$ cat src/rtl/config_frame_writer_pkg.sv
// Shared constants, header field positions and FSM state encoding for config_frame_writer.
// The CHECK state is only present when CONFIG_CRC_EN is defined.
package config_frame_pkg;

   localparam logic [31:0] SYNC_WORD  = 32'hFAB0_FAB1;
   localparam int          DESYNC_BIT = 31;
   localparam int          IDX_LSB    = 0;
   localparam int          IDX_W      = 16;

`ifdef CONFIG_CRC_EN
   typedef enum logic [2:0] {
      ST_IDLE,
      ST_HEADER,
      ST_DATA,
      ST_STROBE,
      ST_CHECK
   } state_t;
`else
   typedef enum logic [1:0] {
      ST_IDLE,
      ST_HEADER,
      ST_DATA,
      ST_STROBE
   } state_t;
`endif

   function automatic logic [IDX_W-1:0] header_index(input logic [31:0] word);
      return word[IDX_LSB +: IDX_W];
   endfunction

endpackage

$ cat src/rtl/config_frame_writer_frame_strobe_decoder.sv
// Registers a frame index into a one-hot FrameStrobe pulse; indices outside the
// column are suppressed so a discarded frame never strobes any tile.
module frame_strobe_decoder
   import config_frame_pkg::*;
#(
   parameter int MaxFramesPerCol = 20
) (
   input  logic                       CLK,
   input  logic                       resetn,
   input  logic                       en,
   input  logic [IDX_W-1:0]           idx,
   output logic [MaxFramesPerCol-1:0] strobe
);

   logic                       in_range;
   logic [MaxFramesPerCol-1:0] strobe_next;

   assign in_range = idx < IDX_W'(MaxFramesPerCol);

   genvar gi;
   generate
      for (gi = 0; gi < MaxFramesPerCol; gi++) begin : g_bit
         assign strobe_next[gi] = en && in_range && (idx == IDX_W'(gi));
      end
   endgenerate

   always_ff @(posedge CLK or negedge resetn) begin
      if (!resetn) begin
         strobe <= '0;
      end else begin
         strobe <= strobe_next;
      end
   end

endmodule

$ cat src/rtl/config_frame_writer.sv
// Column frame writer: SYNC-framed word stream -> FrameData assembly + one-hot FrameStrobe.
// Optional running-sum check of all data words is enabled with CONFIG_CRC_EN.
module config_frame_writer
   import config_frame_pkg::*;
#(
   parameter int MaxFramesPerCol = 20,
   parameter int FrameBitsPerRow = 32,
   parameter int NumRows         = 16
) (
   input  logic                                 CLK,
   input  logic                                 resetn,
   input  logic [31:0]                          WriteData,
   input  logic                                 WriteValid,
   output logic                                 WriteReady,
   output logic [NumRows*FrameBitsPerRow-1:0]   FrameData,
   output logic [MaxFramesPerCol-1:0]           FrameStrobe,
   output logic                                 Active,
   output logic                                 FrameError,
   output logic                                 CrcError
);

   localparam int RW = (NumRows > 1) ? $clog2(NumRows) : 1;

   state_t           state;
   logic [RW-1:0]    row_cnt;
   logic [IDX_W-1:0] frame_idx;
   logic             discard;
   logic             ready_reg;
   logic             active_reg;
   logic             frame_err_reg;

   logic             accept;
   logic             last_word;
   logic [IDX_W-1:0] hdr_idx;
   logic             hdr_in_range;

`ifdef CONFIG_CRC_EN
   logic [31:0]      crc_sum;
   logic             crc_err_reg;
`endif

   assign accept       = WriteValid && ready_reg;
   assign last_word    = accept && (state == ST_DATA) && (row_cnt == RW'(NumRows - 1));
   assign hdr_idx      = header_index(WriteData);
   assign hdr_in_range = hdr_idx < IDX_W'(MaxFramesPerCol);

   assign WriteReady = ready_reg;
   assign Active     = active_reg;
   assign FrameError = frame_err_reg;
`ifdef CONFIG_CRC_EN
   assign CrcError   = crc_err_reg;
`else
   assign CrcError   = 1'b0;
`endif

   always_ff @(posedge CLK or negedge resetn) begin
      if (!resetn) begin
         state         <= ST_IDLE;
         row_cnt       <= '0;
         frame_idx     <= '0;
         discard       <= 1'b0;
         ready_reg     <= 1'b0;
         active_reg    <= 1'b0;
         frame_err_reg <= 1'b0;
`ifdef CONFIG_CRC_EN
         crc_sum       <= '0;
         crc_err_reg   <= 1'b0;
`endif
      end else begin
         ready_reg <= 1'b1;
         case (state)
            ST_IDLE: begin
               if (accept && (WriteData == SYNC_WORD)) begin
                  state      <= ST_HEADER;
                  active_reg <= 1'b1;
`ifdef CONFIG_CRC_EN
                  crc_sum    <= '0;
`endif
               end
            end
            ST_HEADER: begin
               if (accept) begin
                  if (WriteData[DESYNC_BIT]) begin
                     active_reg <= 1'b0;
`ifdef CONFIG_CRC_EN
                     state      <= ST_CHECK;
`else
                     state      <= ST_IDLE;
`endif
                  end else begin
                     frame_idx <= hdr_idx;
                     row_cnt   <= '0;
                     discard   <= !hdr_in_range;
                     if (!hdr_in_range) begin
                        frame_err_reg <= 1'b1;
                     end
                     state <= ST_DATA;
                  end
               end
            end
            ST_DATA: begin
               if (accept) begin
                  row_cnt <= row_cnt + 1'b1;
`ifdef CONFIG_CRC_EN
                  crc_sum <= crc_sum + WriteData;
`endif
                  // Drop ready one cycle early so the strobe cycle never accepts a word.
                  if (last_word) begin
                     state     <= ST_STROBE;
                     ready_reg <= 1'b0;
                  end
               end
            end
            ST_STROBE: begin
               state <= ST_HEADER;
            end
`ifdef CONFIG_CRC_EN
            ST_CHECK: begin
               if (accept) begin
                  if (WriteData != crc_sum) begin
                     crc_err_reg <= 1'b1;
                  end
                  crc_sum    <= '0;
                  active_reg <= 1'b0;
                  state      <= ST_IDLE;
               end
            end
`endif
            default: begin
               state <= ST_IDLE;
            end
         endcase
      end
   end

   genvar gi;
   generate
      for (gi = 0; gi < NumRows; gi++) begin : g_slot
         logic [FrameBitsPerRow-1:0] slot_reg;
         logic                       slot_we;

         assign slot_we = accept && (state == ST_DATA) && !discard && (row_cnt == RW'(gi));

         always_ff @(posedge CLK or negedge resetn) begin
            if (!resetn) begin
               slot_reg <= '0;
            end else if (slot_we) begin
               slot_reg <= FrameBitsPerRow'(WriteData);
            end
         end

         assign FrameData[gi*FrameBitsPerRow +: FrameBitsPerRow] = slot_reg;
      end
   endgenerate

   frame_strobe_decoder #(
      .MaxFramesPerCol(MaxFramesPerCol)
   ) u_strobe (
      .CLK    (CLK),
      .resetn (resetn),
      .en     (last_word && !discard),
      .idx    (frame_idx),
      .strobe (FrameStrobe)
   );

endmodule

$ cat config.mk
export PLATFORM = sky130hd
export DESIGN_NAME = config_frame_writer
export DESIGN_NICKNAME = d
export VERILOG_FILES = /design/src/rtl/config_frame_writer_pkg.sv /design/src/rtl/config_frame_writer_frame_strobe_decoder.sv /design/src/rtl/config_frame_writer.sv
export SDC_FILE = /design/constraint.sdc
export NUM_CORES = 1
export LEC_CHECK = 0
export ABC_AREA = 1
export CORE_MARGIN = 4
export CORE_UTILIZATION = 40
export CTS_CLUSTER_SIZE = 12
export DETAILED_ROUTE_END_ITERATION = 8
export GPL_TIMING_DRIVEN = 0
export PLACE_DENSITY = 0.68
export RECOVER_POWER = 100
export SETUP_SLACK_MARGIN = 0.15
export SLEW_MARGIN = 20
export SYNTH_ARGS = -nofsm -noshare
export SYNTH_HDL_FRONTEND = slang
export SYNTH_HIERARCHICAL = 1
export SYNTH_SLANG_ARGS = --single-unit
$ cat constraint.sdc
create_clock -name CLK -period 4.5 [get_ports CLK]
set_clock_uncertainty 0.1 [all_clocks]
set_input_delay 0.9 -clock CLK [delete_from_list [all_inputs] [get_ports CLK]]
set_output_delay 0.9 -clock CLK [all_outputs]
set_load 0.01 [all_outputs]
==> results.yml <==
synth:
  synth_area_sq_um: 20860
  synthTopCellsByArea: "dfrtp_1 67%, nand2_1 10%, o21ai_1 7.0%, o21ai_0 4.8%, o21ai_2 1.9%"
  synth_enable_flop_cells: 0
  synth_flop_cell: "dfrtp_1"
  mappedNetlistNets: 2024
  syn_inst: 1981
  synth_seq_area_share: 0.6693
  synth_top_cell_by_area: "dfrtp_1"
  yosysUniqueCellTypes: 33
  synth_top_area_frac: 0.6693
  synth_area_per_cell_sq_um: 10.53
  yosysWarnings: 6
  ys_ff_latch: 558
  async_flop_share: 1.000
clocking:
  cts_sinks: 558
  path_clk_slew_ps: 60
  cts_buffer_depth: 3
  worst_skew_pair.late_latency_ps: 590
  htree_num_levels: 2
  cts_tree: "yes"
  cts-resized-gates: 0
  cts_buffers: 57
  cts_root_buf: "clkbuf_16"
  post_cts.repair.setup_buffers: 0
  hold_buffers: 0
layout:
  final_cell_mix: "575 x nand2_1, 558 x dfrtp_1, 539 x dlygate4sd3_1, 475 x o21ai_0, 122 x clkbuf_1"
  drive_gt1_frac: 0.05807
  area_growth_pct: 38.31
  largest_reg_flops: 512
  final-seq-area_sq_um: 13960
  layout.nets: 2658
  multiInputGateArea_sq_um: 5542
  final.fill_count: 4542
  final_common_cell: "nand2_1"
  diodes: 0
die:
  fp-row-count: 83
  start_util: 0.4050
  die_w_um: 236.4
  pin_count: 571
  coreArea_sq_um: 51510
  fp.dieH_um: 236.4
  die_area_sq_um: 55880
routing:
  via_count: 17350
  wl_per_cell_um: 23.09
  first_pass_iters: 5
  routed_wl_um: 76950
  drt_iter0_markers: 1495
  drc_errors: 0
  ant_nets: 0
  routed_via_density: 5.207
power_and_ir_drop:
  cellPowerDensity_nw_per_um2: 349.3
  p_switching_uw: 2302
  p_leak_uw: 0.01461
  p_clk_frac: 0.453
  seqPwrFrac: 0.502
  sw_frac_of_total: 0.2284
  p_comb_frac: 0.045
  ir_worst_vdd_mv: 0.3180
  intPower_uw: 7777
  total_power_uw: 10080
sta:
  worst_slew_pin_slew_ps: 2366
  period_minus_slack_ps: 3507
  setup_viol: 0
  rsz0062_at_grt: "false"
  maxSlewHeadroom: -0.5771
  tns_ps: 0
  timing.final.crit_share: 0.7793
  clock.fmax_ghz: 0.2852
  hold_viol_final: 0
  drv_slew: 96
setup_path:
  end_kind: "flip-flop"
  crit_fanout: 10
  crit_arrival_ps: 3850
  crit_type: "input pin to flip-flop"
  required_ps: 4840
  start_kind: "input pin"
grt:
  antenna_found_initial: 0
  grt_max_degree: 105
  grtUsageTotal: 0.2687
  overflow: 0
  grt_pass1_vias: 17642
  grt_pass1_wl_um: 115000
run:
  cap_viol_max_count: 1
worst_hold_path:
  hp-class: "input pin to async pin"
run_status:
  violations: "capacitance limit, slew limit"
  outcome: "complete, but fails checks"
placement:
  place_congestion: 0.8828
  hpwl_um: 55880
  port_buffers: 569
[synth_stat cells, types with 6 or more instances]
library cell and count:
buf_6 25, nor2_2 11, o21ai_0 200, nand4_4 6, dfrtp_1 558, nand2_1 574
buf_2 56, nor2_1 39, clkbuf_1 53, inv_1 55, o21ai_1 291, nand3_1 20
ha_1 8, o21ai_2 46
[power groups by stage]
stage	Combinational, uW	Sequential (uW)	Clock, uW
2_1_floorplan	225	5150	0
3_3_place_gp	468	5170	0
3_5_place_dp	501	5160	0
4_1_cts	503	5060	4630
5_1_grt	503	5070	4850
6_report	451	5060	4560
[per-layer routing]
| metal | part of all wire | track usage | vias to the layer above |
|---|---|---|---|
| li1 | - | - | 7737 |
| met1 | 0.39 | 0.3359 | 8709 |
| met2 | 0.48 | 0.4415 | 738 |
| met3 | 0.087 | 0.08231 | 166 |
| met4 | 0.042 | 0.1028 | 0 |
| met5 | 0 | 0 | - |
[through the flow]
step	util	hold WS (ps)	area (sq um)	setup WS, ps	instances
2_1_floorplan	-	353.0	20860	2404	1981
3_5_place_dp	0.5354	353.6	27580	1351	3236
4_1_cts	0.5700	90.91	29360	1839	3332
5_1_grt	0.5602	108.0	28860	914.3	3332
6_report	0.5602	99.71	28860	993.3	3332
3_3_place_gp	0.5321	358.2	27410	-21450	3230
[area by class of cell]
cell class	count	share of cell area
Buffer	137	0.02242
Sequential cell	558	0.4839
Timing Repair Buffer	575	0.2025
Tap cell	680	0.02948
Clock inverter	8	0.002515
Inverter	62	0.008108
Multi-Input combinational cell	1224	0.1920
Clock buffer	88	0.05910
[worst paths after layout]
| kind | start | endpoint | slack [ps] | cells after the start |
|---|---|---|---|---|
| min in group CLK | FrameError | FrameError | 370 | 2 |
| worst min register to register | FrameError | FrameError | 370 | 2 |
| max in group asynchronous | resetn | g_slot[1].slot_reg[13] | 1520 | 3 |
| worst max register to register | state[0] | g_slot[3].slot_reg[8] | 1230 | 11 |
| worst min-delay path | resetn | g_slot[11].slot_reg[7] | 100 | 1 |
| worst max-delay path | WriteValid | g_slot[3].slot_reg[8] | 990 | 10 |
[logic make-up after synthesis]
| logic type | count (synthesis) | share of synthesized area |
|---|---|---|
| simple gates | 674 | 0.1376 |
| other cells | 1 | 0.0001797 |
| buf+inv | 199 | 0.04971 |
| flops | 558 | 0.6693 |
| xor+xnor | 1 | 0.0004199 |
| fa+ha+maj | 8 | 0.004798 |
| compound gates | 540 | 0.1380 |
[worst max-delay path, stage by stage]
cell and delay, ps:
dlygate4sd3_1 540, nand2_1 170, nor2_1 310, nand2_2 80
clkinvlp_2 210, buf_12 160, nand4_1 730, clkbuf_1 490
nand2_1 150, o21ai_1 90
Power figures use the tool's default switching activity.
